--- src/rtl/oled_spi_tx_pkg.sv ---
// Shared types and constants for the OLED SPI byte transmitter.
package oled_pkg;
  typedef enum logic [2:0] {IDLE, SETUP, LOW, HIGH, HOLD, DONE} state_e;

  localparam logic SCLK_IDLE = 1'b1;
  // Divider counter width; holds CLK_DIV-1 for CLK_DIV up to 255.
  localparam int DIV_W = 8;
endpackage

--- src/rtl/oled_spi_tx_if.sv ---
// Request/response handshake between the OLED write sequencer and the SPI transmitter.
interface oled_spi_tx_if;
  logic       spi_send;
  logic [7:0] spi_data;
  logic       dc_in;
  logic       send_done;
  logic       busy;

  modport master (output spi_send, spi_data, dc_in, input send_done, busy);
  modport slave  (input spi_send, spi_data, dc_in, output send_done, busy);
endinterface

--- src/rtl/oled_spi_tx_tick.sv ---
// Per-state interval divider: tick_o is high on the last cycle of every CLK_DIV-cycle interval.
module oled_spi_tick
  import oled_pkg::*;
#(
  parameter int CLK_DIV = 4
) (
  input  logic clk,
  input  logic reset,
  input  logic clr_i,
  output logic tick_o
);
  localparam logic [DIV_W-1:0] LAST = DIV_W'(CLK_DIV - 1);

  logic [DIV_W-1:0] cnt_q, cnt_d;

  assign tick_o = (cnt_q == LAST);

  // Wrapping on the tick means each new state starts its interval at zero.
  always_comb begin
    cnt_d = cnt_q + 1'b1;
    if (clr_i || tick_o) cnt_d = '0;
  end

  always_ff @(posedge clk or posedge reset) begin
    if (reset) cnt_q <= '0;
    else       cnt_q <= cnt_d;
  end
endmodule

--- src/rtl/oled_spi_tx.sv ---
// MSB-first SPI byte transmitter (CPOL=1, CPHA=1) for the SSD1306 OLED panel.
// Optional OLED_SPI_BYTE_CNT_EN adds a free-running 16-bit count of completed bytes.
module oled_spi_tx
  import oled_pkg::*;
#(
  parameter int CLK_DIV = 4
) (
  input  logic              clk,
  input  logic              reset,
  oled_spi_tx_if.slave      bus,
  output logic              oled_sclk,
  output logic              oled_sdin,
  output logic              oled_cs_n,
  output logic              oled_dc
`ifdef OLED_SPI_BYTE_CNT_EN
  ,
  output logic [15:0]       tx_byte_count
`endif
);
  state_e     state_q;
  logic [7:0] sr_q;
  logic [2:0] bit_cnt_q;
  logic       sclk_q, sdin_q, cs_n_q, dc_q, done_q, busy_q;
  logic       tick;

  oled_spi_tick #(.CLK_DIV(CLK_DIV)) u_tick (
    .clk    (clk),
    .reset  (reset),
    .clr_i  ((state_q == IDLE) || (state_q == DONE)),
    .tick_o (tick)
  );

  always_ff @(posedge clk or posedge reset) begin
    if (reset) begin
      state_q   <= IDLE;
      sr_q      <= '0;
      bit_cnt_q <= '0;
      sclk_q    <= SCLK_IDLE;
      sdin_q    <= 1'b0;
      cs_n_q    <= 1'b1;
      dc_q      <= 1'b0;
      done_q    <= 1'b0;
      busy_q    <= 1'b0;
    end else begin
      done_q <= 1'b0;
      case (state_q)
        IDLE: if (bus.spi_send) begin
          sr_q      <= bus.spi_data;
          sdin_q    <= bus.spi_data[7];
          dc_q      <= bus.dc_in;
          bit_cnt_q <= '0;
          cs_n_q    <= 1'b0;
          sclk_q    <= SCLK_IDLE;
          busy_q    <= 1'b1;
          state_q   <= SETUP;
        end
        SETUP: if (tick) begin
          sclk_q  <= ~SCLK_IDLE;
          state_q <= LOW;
        end
        LOW: if (tick) begin
          sclk_q  <= SCLK_IDLE;
          state_q <= HIGH;
        end
        // Next bit goes out together with the falling edge, so sdin is stable at every rise.
        HIGH: if (tick) begin
          if (bit_cnt_q == 3'd7) begin
            state_q <= HOLD;
          end else begin
            sr_q      <= {sr_q[6:0], 1'b0};
            sdin_q    <= sr_q[6];
            bit_cnt_q <= bit_cnt_q + 3'd1;
            sclk_q    <= ~SCLK_IDLE;
            state_q   <= LOW;
          end
        end
        HOLD: if (tick) begin
          cs_n_q  <= 1'b1;
          state_q <= DONE;
        end
        DONE: begin
          done_q  <= 1'b1;
          busy_q  <= 1'b0;
          state_q <= IDLE;
        end
        default: state_q <= IDLE;
      endcase
    end
  end

  assign oled_sclk     = sclk_q;
  assign oled_sdin     = sdin_q;
  assign oled_cs_n     = cs_n_q;
  assign oled_dc       = dc_q;
  assign bus.send_done = done_q;
  assign bus.busy      = busy_q;

`ifdef OLED_SPI_BYTE_CNT_EN
  logic [15:0] cnt_q;

  always_ff @(posedge clk or posedge reset) begin
    if (reset)                cnt_q <= '0;
    else if (state_q == DONE) cnt_q <= cnt_q + 16'd1;
  end

  assign tx_byte_count = cnt_q;
`endif
endmodule

--- src/flat_wrapper.sv ---
// flat-port wrapper written by rule: the top's interface ports become plain ports
module oled_spi_tx_flat import oled_pkg::*;
#(
  parameter int CLK_DIV = 4
)
  (clk, reset, oled_sclk, oled_sdin, oled_cs_n, oled_dc, bus_spi_send, bus_spi_data, bus_dc_in, bus_send_done, bus_busy);
  oled_spi_tx_if bus_i ();
  input  logic clk;
  input  logic reset;
  output logic oled_sclk;
  output logic oled_sdin;
  output logic oled_cs_n;
  output logic oled_dc;
  input wire logic [$bits(bus_i.spi_send)-1:0] bus_spi_send;
  input wire logic [$bits(bus_i.spi_data)-1:0] bus_spi_data;
  input wire logic [$bits(bus_i.dc_in)-1:0] bus_dc_in;
  output wire logic [$bits(bus_i.send_done)-1:0] bus_send_done;
  output wire logic [$bits(bus_i.busy)-1:0] bus_busy;
  assign bus_i.spi_send = bus_spi_send;
  assign bus_i.spi_data = bus_spi_data;
  assign bus_i.dc_in = bus_dc_in;
  assign bus_send_done = bus_i.send_done;
  assign bus_busy = bus_i.busy;
  oled_spi_tx #(.CLK_DIV(CLK_DIV)) u_core (.clk(clk), .reset(reset), .bus(bus_i), .oled_sclk(oled_sclk), .oled_sdin(oled_sdin), .oled_cs_n(oled_cs_n), .oled_dc(oled_dc));
endmodule
--- config.mk ---
export PLATFORM = sky130hd
export DESIGN_NAME = oled_spi_tx_flat
export DESIGN_NICKNAME = d
export VERILOG_FILES = /design/src/rtl/oled_spi_tx_pkg.sv /design/src/rtl/oled_spi_tx_if.sv /design/src/rtl/oled_spi_tx_tick.sv /design/src/rtl/oled_spi_tx.sv /design/src/flat_wrapper.sv
export SDC_FILE = /design/constraint.sdc
export NUM_CORES = 1
export LEC_CHECK = 0
export BUFFER_PORTS_ARGS = -buffer_cell sky130_fd_sc_hd__clkbuf_2
export CAP_MARGIN = 20
export CELL_PAD_IN_SITES_DETAIL_PLACEMENT = 1
export CELL_PAD_IN_SITES_GLOBAL_PLACEMENT = 2
export CORE_MARGIN = 8
export CORE_UTILIZATION = 39
export DETAILED_ROUTE_END_ITERATION = 6
export GPL_ROUTABILITY_DRIVEN = 1
export MAX_ROUTING_LAYER = met4
export PLACE_DENSITY = 0.79
export SYNTH_ARGS = -nofsm -noshare
export SYNTH_HDL_FRONTEND = slang
export SYNTH_SLANG_ARGS = --single-unit
--- constraint.sdc ---
create_clock -name clk -period 3.8 [get_ports clk]
set_input_delay 0.19 -clock clk [delete_from_list [all_inputs] [get_ports clk]]
set_output_delay 0.19 -clock clk [all_outputs]
set_load 0.005 [all_outputs]
==> metrics <==
area of the multi-input gates=611.8 um^2; Lkg Pwr=0.7047 nW; Core ar.=0.003311 mm^2; Die Width=74.51 um; Synth Area per Inst=10.94 um^2; Die Ht=74.51 um; GPL Wtd Cong=0.7195; largest net degree at the start of global routing=28; Worst-path clk slew=0.14 ns; leading cell types in the layout, fill and taps excluded=dfrtp_1 (25), clkbuf_2 (17), nand2_1 (15); clock root buffer=clkbuf_4; Via-to-Cell Ratio=4.908; grt ovf=0; hold path start=bus_spi_data[0]; initial antenna violation count=0; Mapped Cells=122; Hold Path Sink=u_core.sr_q[0]; area delta synth->final=11.72%; reg-to-reg startpoint=u_core.bit_cnt_q[0]; Initial Utilization=0.4033; CTS Buf Count=3; layout cells sized above 1=0.2374; Total Routing Usage GR=0.1090; PortBufs=17; worst hold path class=in2reg; latest clock arrival within the worst-skew pair=0.32 ns; Least-Margin Pin Slew=0.6794 ns; maximum vdd drop=0.0002532 V; CP arrival=2.15 ns; routed vias=908; clk sinks=27; crit path setup slack, layout=1.833 ns; commonest non-fill, non-tap cell in the layout=dfrtp_1; drc violations=0; Seq cells post-synth=27; maximum fanout along the worst path=16; ANT cells=0; Req. time, crit path=3.98 ns; Tmin final=1.967 ns; Hold Path Depth=3; Synth cell types=33; DIE AREA=0.005551 mm^2; WS Path Type=reg2reg; setup TNS=0 ns; iteration-0 DRC count of the detailed router=83; R2R depth=5; Fmax=508.5 MHz; DRT Pass-1 Iters=4; Max Slew Vio Count=0; clock buffer depth=2; Reg area=678.2 um^2; Setup-failing EPs final=0; net count after synthesis=137; global-route wire length before repair=4567 um; Setup Skew=0.002293 ns; status=completed; Final HPWL DP=1926 um; post-route ant nets=0; Filler cells=394; Yosys Warn Count=0; Total Routed Length=2604 um; H-tree depth=1; worst r2r dst=u_core.sr_q[1]; crit share post-route=0.5176; RSZ-0062 raised after global routing=false; Yosys top cell by area=dfrtp_1; num ports=18; Hold Fails Final Rpt=0; synth top area cells=dfrtp_1 (47%), mux2i_1 (5.2%), nand2_1 (4.2%), dfstp_2 (3.9%), nor2_1 (3.9%); reg-to-reg slack, setup=1.83 ns; Power Dens Cells=661.3 mW/mm^2; Seq/Total Area, Yosys=0.5080; maxcap violations=0; Setup WS pre-CTS=1.876 ns; Startpoint Class=flip-flop; CTS tree=yes; CP Capture Type=flip-flop; max_slew headroom=0.5457; PnR Total Power=986.3 uW; Final #Nets=155; post-DR wirelength/cell=14.08 um; top-area cell type share of the netlist area=0.4686; vias in the first global route=998; Post-Synthesis Cell Area=0.001335 mm^2; row count=21
per-stage QoR:
step                      instance area (um^2)  hold slack [ns]  cells  utilization
after CTS                                 1466          0.05886    183       0.4429
after floorplan                           1335           0.2412    122            -
final                                     1491          0.07740    185       0.4505
after global placement                    1440           0.4103    179       0.4350
after global routing                      1491          0.08023    185       0.4505
after detailed placement                  1440           0.4239    179       0.4350
flip-flops by register name (all words and copies together), names as in the netlist:
register	flops
u_core.oled_cs_n	1
u_core.oled_sclk	1
u_core.bus.busy	1
u_core.bit_cnt_q	3
u_core.oled_sdin	1
u_core.sr_q	7
u_core.u_tick.cnt_q	8
u_core.state_q	3
u_core.oled_dc	1
u_core.bus.send_done	1
worst max-delay path by stage:
stage                                    from                to  slack (ns)
after floorplan           u_core.bit_cnt_q[0]  u_core.oled_sdin        2.17
after global placement    u_core.bit_cnt_q[0]    u_core.sr_q[3]        1.99
after detailed placement  u_core.bit_cnt_q[0]    u_core.sr_q[1]        1.88
after CTS                 u_core.bit_cnt_q[0]    u_core.sr_q[1]        1.82
after global routing      u_core.bit_cnt_q[0]    u_core.sr_q[1]        1.65
final                     u_core.bit_cnt_q[0]    u_core.sr_q[1]        1.83
worst max-delay path: stages (launching register included):
cell	delay (ns)
dfrtp_1	0.41
ha_1	0.17
ha_1	0.19
and4bb_2	0.27
a31oi_2	0.59
o21ai_0	0.21
cell families (layout without fill, tap and decap cells):
| kind of cell | after synthesis | after routing | synth area share |
|---|---|---|---|
| compound gates | 18 | 18 | 0.09934 |
| fa+ha+maj | 3 | 3 | 0.02812 |
| simple gates | 49 | 49 | 0.2071 |
| buf+inv | 8 | 25 | 0.03374 |
| xor+xnor | 7 | 7 | 0.04592 |
| flops | 27 | 27 | 0.5080 |
| mux | 10 | 10 | 0.07779 |
metal layers:
metal | up-vias | routed length [um] | GRT usage
met5 | - | 0 | -
met4 | 0 | 48 | 0.05217
met3 | 4 | 64 | 0.01752
met2 | 7 | 1287 | 0.1820
met1 | 450 | 1204 | 0.1239
li1 | 447 | - | -
final cells by class:
| type | instances | area share |
|---|---|---|
| clock buffers | 4 | 0.01762 |
| inverters | 2 | 0.005034 |
| multi-input cells | 87 | 0.4102 |
| flip-flops and latches | 27 | 0.4547 |
| well taps | 46 | 0.03859 |
| repair buffers | 19 | 0.07383 |
cell usage after synthesis:
master,number
nor3b_2,1
nand3_1,5
and3_1,2
nor4_4,1
nor2b_1,2
clkbuf_2,1
nand3b_1,1
a31oi_2,1
nor4b_4,1
xnor2_1,2
dfstp_2,2
dfrtp_1,25
ha_1,3
xor2_1,5
inv_1,2
nand2_1,15
buf_2,2
and4bb_2,1
or3_1,1
o21ai_0,9
a2111oi_4,1
and2_1,1
a21o_1,1
nor2_1,14
buf_4,3
a21oi_1,3
nand4_1,1
and3b_1,1
mux2i_1,7
a2bb2oi_2,1
mux2_2,3
o21ai_1,2
nand2b_1,2
repair_timing:
item,in CTS,in global routing
resized for setup,0,0
hold endpoints to repair,0,14
hold buffers,0,1
buffers inserted,0,0
power breakdown:
part,switching (mW),internal (mW)
clock,0.0823,0.0411
sequential,0.100,0.383
combinational,0.196,0.184
Note: power is estimated with default switching activity, not from simulation.
